**src/rtl/spi_reg_pkg.sv**
```systemverilog
// Shared types and constants for the SPI command decoder: FSM states,
// command byte layout, ID register address and address-advance helper.
package spi_reg_pkg;

  typedef enum logic [1:0] {
    ST_IDLE  = 2'd0,
    ST_WRITE = 2'd1,
    ST_READ  = 2'd2
  } state_e;

  localparam int         CMD_RD_BIT = 7;
  localparam logic [6:0] ID_ADDR    = 7'h7F;
  localparam logic [7:0] DEFAULT_ID = 8'hA5;

  // The ID address is sticky; the register window wraps at its last entry.
  function automatic logic [6:0] next_addr(input logic [6:0] addr, input logic [6:0] last);
    if (addr == ID_ADDR) begin
      return ID_ADDR;
    end else if (addr == last) begin
      return 7'd0;
    end else begin
      return addr + 7'd1;
    end
  endfunction

endpackage

```
**src/rtl/spi_cs_sync.sv**
```systemverilog
// Two-flop chip-select synchronizer with rising-edge detect. Latency 2 cycles;
// no flow control. CS is only honoured once it has been seen high after reset.
module spi_cs_sync (
  input  logic clk_i,
  input  logic rst_i,
  input  logic cs_n_i,
  output logic cs_active,
  output logic cs_rise
);

  logic       meta_q, sync_q, prev_q, armed_q, armed_d;
  logic [1:0] fill_q;

  // fill_q marks when sync_q holds a real sample rather than its reset value.
  assign armed_d = armed_q | (sync_q & fill_q[1]);

  always_ff @(posedge clk_i) begin
    if (rst_i) begin
      meta_q  <= 1'b1;
      sync_q  <= 1'b1;
      prev_q  <= 1'b1;
      fill_q  <= 2'b00;
      armed_q <= 1'b0;
    end else begin
      meta_q  <= cs_n_i;
      sync_q  <= meta_q;
      prev_q  <= sync_q;
      fill_q  <= {fill_q[0], 1'b1};
      armed_q <= armed_d;
    end
  end

  assign cs_active = armed_q & ~sync_q;
  assign cs_rise   = armed_q & sync_q & ~prev_q;

endmodule

```
**src/rtl/spi_cmd_decoder.sv**
```systemverilog
// Command decoder behind an SPI slave: command byte, then auto-incrementing register
// writes or reads. Writes and TX loads land 1 cycle after i_RX_DV; no backpressure.
module spi_cmd_decoder
  import spi_reg_pkg::*;
#(
  parameter int         NUM_REGS = 16,
  parameter logic [7:0] ID_VALUE = DEFAULT_ID
) (
  input  logic                  i_Clk,
  input  logic                  i_Rst,
  input  logic                  i_RX_DV,
  input  logic [7:0]            i_RX_Byte,
  input  logic                  i_SPI_CS_n,
  output logic                  o_TX_DV,
  output logic [7:0]            o_TX_Byte,
  output logic [8*NUM_REGS-1:0] o_Regs,
  output logic                  o_Wr_Strobe,
  output logic [6:0]            o_Wr_Addr
);

  localparam logic [6:0] LAST_ADDR = 7'(NUM_REGS - 1);

  state_e     state_q, state_d;
  logic [6:0] addr_q, addr_d;
  logic [7:0] regs_q [NUM_REGS];
  logic       tx_dv_q, tx_dv_d;
  logic [7:0] tx_byte_q, tx_byte_d;
  logic       wr_stb_q, wr_stb_d;
  logic [6:0] wr_addr_q, wr_addr_d;
  logic       wr_en;
  logic       cs_active, cs_rise;
  logic       rx_take;
  logic [6:0] rd_addr;
  logic [7:0] rd_data;

  spi_cs_sync u_cs_sync (
    .clk_i     (i_Clk),
    .rst_i     (i_Rst),
    .cs_n_i    (i_SPI_CS_n),
    .cs_active (cs_active),
    .cs_rise   (cs_rise)
  );

  // A byte arriving with the CS rise still belongs to the ending transaction.
  assign rx_take = i_RX_DV & (cs_active | cs_rise);
  assign rd_addr = (state_q == ST_IDLE) ? i_RX_Byte[6:0] : addr_q;

  always_comb begin
    rd_data = 8'h00;
    if (rd_addr == ID_ADDR) begin
      rd_data = ID_VALUE;
    end
    for (int k = 0; k < NUM_REGS; k++) begin
      if (rd_addr == 7'(k)) begin
        rd_data = regs_q[k];
      end
    end
  end

  always_comb begin
    state_d   = state_q;
    addr_d    = addr_q;
    tx_dv_d   = 1'b0;
    tx_byte_d = tx_byte_q;
    wr_stb_d  = 1'b0;
    wr_addr_d = wr_addr_q;
    wr_en     = 1'b0;
    if (rx_take) begin
      case (state_q)
        ST_IDLE: begin
          addr_d  = i_RX_Byte[6:0];
          state_d = ST_WRITE;
          if (i_RX_Byte[CMD_RD_BIT]) begin
            state_d   = ST_READ;
            tx_dv_d   = 1'b1;
            tx_byte_d = rd_data;
            addr_d    = next_addr(i_RX_Byte[6:0], LAST_ADDR);
          end
        end
        ST_WRITE: begin
          if (addr_q <= LAST_ADDR) begin
            wr_en     = 1'b1;
            wr_stb_d  = 1'b1;
            wr_addr_d = addr_q;
          end
          addr_d = next_addr(addr_q, LAST_ADDR);
        end
        ST_READ: begin
          tx_dv_d   = 1'b1;
          tx_byte_d = rd_data;
          addr_d    = next_addr(addr_q, LAST_ADDR);
        end
        default: state_d = ST_IDLE;
      endcase
    end
    if (cs_rise) begin
      state_d = ST_IDLE;
    end
  end

  always_ff @(posedge i_Clk) begin
    if (i_Rst) begin
      state_q   <= ST_IDLE;
      addr_q    <= 7'd0;
      tx_dv_q   <= 1'b0;
      tx_byte_q <= 8'h00;
      wr_stb_q  <= 1'b0;
      wr_addr_q <= 7'd0;
      for (int k = 0; k < NUM_REGS; k++) begin
        regs_q[k] <= 8'h00;
      end
    end else begin
      state_q   <= state_d;
      addr_q    <= addr_d;
      tx_dv_q   <= tx_dv_d;
      tx_byte_q <= tx_byte_d;
      wr_stb_q  <= wr_stb_d;
      wr_addr_q <= wr_addr_d;
      for (int k = 0; k < NUM_REGS; k++) begin
        if (wr_en && (addr_q == 7'(k))) begin
          regs_q[k] <= i_RX_Byte;
        end
      end
    end
  end

  for (genvar g = 0; g < NUM_REGS; g++) begin : g_regs_out
    assign o_Regs[8*g +: 8] = regs_q[g];
  end

  assign o_TX_DV     = tx_dv_q;
  assign o_TX_Byte   = tx_byte_q;
  assign o_Wr_Strobe = wr_stb_q;
  assign o_Wr_Addr   = wr_addr_q;

endmodule

```
**config.mk**
```make
export PLATFORM = sky130hd
export DESIGN_NAME = spi_cmd_decoder
export DESIGN_NICKNAME = d
export VERILOG_FILES = /design/src/rtl/spi_reg_pkg.sv /design/src/rtl/spi_cs_sync.sv /design/src/rtl/spi_cmd_decoder.sv
export SDC_FILE = /design/constraint.sdc
export NUM_CORES = 1
export LEC_CHECK = 0
export ABC_AREA = 1
export BUFFER_PORTS_ARGS = -buffer_cell sky130_fd_sc_hd__buf_4
export CAP_MARGIN = 20
export CORE_MARGIN = 2
export CORE_UTILIZATION = 30
export CTS_BUF_LIST = sky130_fd_sc_hd__clkbuf_2
export DETAILED_ROUTE_END_ITERATION = 8
export PLACE_DENSITY = 0.53
export SYNTH_ARGS = -nofsm -noshare
export SYNTH_HDL_FRONTEND = slang
export SYNTH_SLANG_ARGS = --single-unit
export TNS_END_PERCENT = 30
```
**constraint.sdc**
```tcl
create_clock -name i_Clk -period 2.3 [get_ports i_Clk]
set_input_delay 0.345 -clock i_Clk [delete_from_list [all_inputs] [get_ports i_Clk]]
set_output_delay 0.345 -clock i_Clk [all_outputs]
set_load 0.01 [all_outputs]
```
==> flow_summary.toml <==
[timing]
fin_ws_ps = -242.5
hold_viol = 0
rsz0062_at_grt = "yes"
setup_viol = 8
relSlewSlack_pct = 47.92
slew_violations = 0
tns_ps = -1328
layout_worst_path_cycle_share_pct = 110.5
fin_skew_ps = 49.33
max_freq_ghz = 0.3933
period_needed_ps = 2543
tightest_slew_ps = 778.4

[die]
fp.dieH_um = 161.5
boundaryPins = 157
start_util_pct = 30.60
core_area_sq_mm = 0.02432
row_count = 57
dieArea_sq_mm = 0.02608
die_w_um = 161.5

[route]
postRouteAntennaNets = 0
first_iter_violations = 529
routed_wl_um = 25890
dr.pass1.iters = 6
drcViolationCount = 0
via_count = 6714
vias_per_cell = 4.682
wl_per_cell_um = 18.05

[critical_path]
crit_arrival_ps = 3190
path_common_cell = "nand2_1"
slowest_delay_ps = 420
cp_cell_sequence = "inv_4, ha_4, buf_4, nand2_1, nand2_2, nand2_4, nor2_1, nand2_2, buf_6, nand2_2, nor2_1, nand4_1, nand2_1, nand4_1, nor2_2, nand4_1, nand2_1, nand3_2, nand2_1, a21oi_1"
cpMaxStageDelayCell = "dfxtp_2"
path_class = "flop to flop"
worst_ep_required_time_ps = 2950
startpoint_type = "flop"
worstSetupEndpointType = "flop"
cp_max_fo = 5

[logic_synthesis]
synth_top_area_share_pct = 51.66
yosys-top-cells-area = "edfxtp_1, nand2_1, dfxtp_1"
async_flop_share_pct = 0
syn_nets = 822
seq_area_frac_synth_pct = 60.27
synth_cell_types = 34
netlist_area_sq_mm = 0.007441
netlist_top_cells_count = "nand2_1, nor2_1, edfxtp_1"
ys.warnings.count = 0
synth_edf_count = 128
synth_top_area_cell = "edfxtp_1"
ys_ff_latch = 160
ys.flop_type = "edfxtp_1"
syn_inst = 800
avgSynthCellArea_sq_um = 9.301
yosysMostFrequentCell = "nand2_1"

[clocking]
cts_max_level = 4
clockBufferDepth = 2
numCtsBuffers = 17
worstSkewPairLatency_ps = 780
cts_tree = "done"
cts_root_buf = "clkbuf_2"
clock_sinks = 160
clkTransAtPathRegs_ps = 250

[placement]
post-place-ws_ps = -616.2
dpl.cell_count = 1384
gp_congestion = 0.8677
io_buffers = 156
hpwl_um = 19990

[status]
violations = "negative setup slack"
status = "finished, violations left"

[grt]
grt_max_degree = 21
grt_pass1_vias = 6502
grt.overflow.total = 0
antenna_found_initial = 1
grt_pass1_wl_um = 38020
grt.total_usage_pct = 19.49

[layout]
area_delta_synth_final_pct = 41.30
layout-drive-gt1-share_pct = 39.31
layoutNonFillerInstCount = 1434
utilization_pct = 43.23
fin_nets = 1118

[job]
cap_violations = 0

[min_path]
hold_path_class = "primary input to flop"

[power_and_ir_drop]
power_mw = 5.745
p_leak_nw = 4.614
p_per_area_mw_per_mm2 = 546.4
ir_drop_mv = 0.2708
==> power by group <==
part	internal [mW]	switching (mW)
clock	0.466	1.19
combinational	0.318	0.419
sequential	3.25	0.101
==> routing by layer <==
| metal | routed length, um | share of wire, % | up-vias | global-route usage (%) |
|---|---|---|---|---|
| met5 | 0 | 0 | - | 0 |
| met2 | 12010 | 46 | 286 | 31.45 |
| met3 | 1786 | 6.9 | 29 | 3.724 |
| met4 | 418 | 1.6 | 0 | 4.830 |
| li1 | - | - | 3246 | - |
| met1 | 11670 | 45 | 3153 | 27.08 |
==> area by class of cell <==
cell class / instances / area, sq um
antenna: 1 / 2.502
clock inverter: 14 / 163.9
clock buffer: 18 / 90.09
tap: 324 / 405.4
fill: 2401 / 13810
timing repair buffer: 290 / 2227
multi-input combinational: 529 / 2756
sequential: 160 / 4488
inverter: 98 / 380.4
==> kinds of logic after synthesis <==
family                     after synthesis  share of synthesized area (%)
and+or+nand+nor                        430                          25.29
DFF                                    160                          60.27
buffers and inverters                  111                          5.902
AOI/OAI and AO/OA                       86                          6.508
adders and majority gates               10                          1.682
xor gates and xnor gates                 3                         0.3532
==> layout by cell type, fill, tap and decap left out, drive strengths merged, types with 11 or more instances in the layout <==
cell type / netlist / layout
buf: 5 / 286
edfxtp: 128 / 128
a21oi: 42 / 42
nor2: 161 / 161
clkbuf: 8 / 18
o21ai: 30 / 30
or2: 14 / 14
dfxtp: 32 / 32
nand3: 40 / 40
clkinv: 7 / 11
nand2: 188 / 188
nand4: 17 / 17
inv: 91 / 100
==> registers in the layout, summed over array words and instances, names as in the netlist <==
name,count
o_Wr_Strobe,1
o_TX_Byte,8
o_TX_DV,1
u_cs_sync.meta_q,1
u_cs_sync.sync_q,1
o_Wr_Addr,7
u_cs_sync.armed_q,1
state_q,2
u_cs_sync.fill_q,2
addr_q,7
u_cs_sync.prev_q,1
regs_q,128
==> timing repair <==
action / 4_1_cts / 5_1_grt
setup endpoints to repair: 8 / 154
gates resized for setup: 34 / 53
hold buffers: 4 / 0
cloned: 0 / 0
buffers inserted: 8 / 6
endpoints found under the hold margin: 15 / 0
pin swaps: 28 / 46
==> stage by stage <==
stage | hold slack, ps | area, sq um
4_1_cts | 53.20 | 10290
2_1_floorplan | 388.3 | 7441
3_3_place_gp | 391.1 | 9854
5_1_grt | 85.69 | 10510
6_report | 92.70 | 10510
3_5_place_dp | 392.3 | 9854
==> path summary, 6_finish.rpt <==
check	startpoint	endpoint	slack, ps	cells after the start
hold reg to reg	u_cs_sync.fill_q[0]	u_cs_sync.fill_q[1]	420	2
setup / recovery	state_q[0]	o_TX_Byte[7]	-240	20
setup reg to reg	state_q[0]	o_TX_Byte[7]	-240	20
hold / removal	i_RX_Byte[3]	addr_q[6]	90	7
==> worst max-delay path, delay by kind of cell (launching register included) <==
kind | cells | cell delay (ps)
AO/OA/AOI/OAI | 1 | 50
flip-flops | 1 | 420
adder cells (fa/ha/maj) | 1 | 180
buffers and inverters | 3 | 300
AND/OR/NAND/NOR | 15 | 1500
Note: power is estimated with default switching activity, not from simulation.
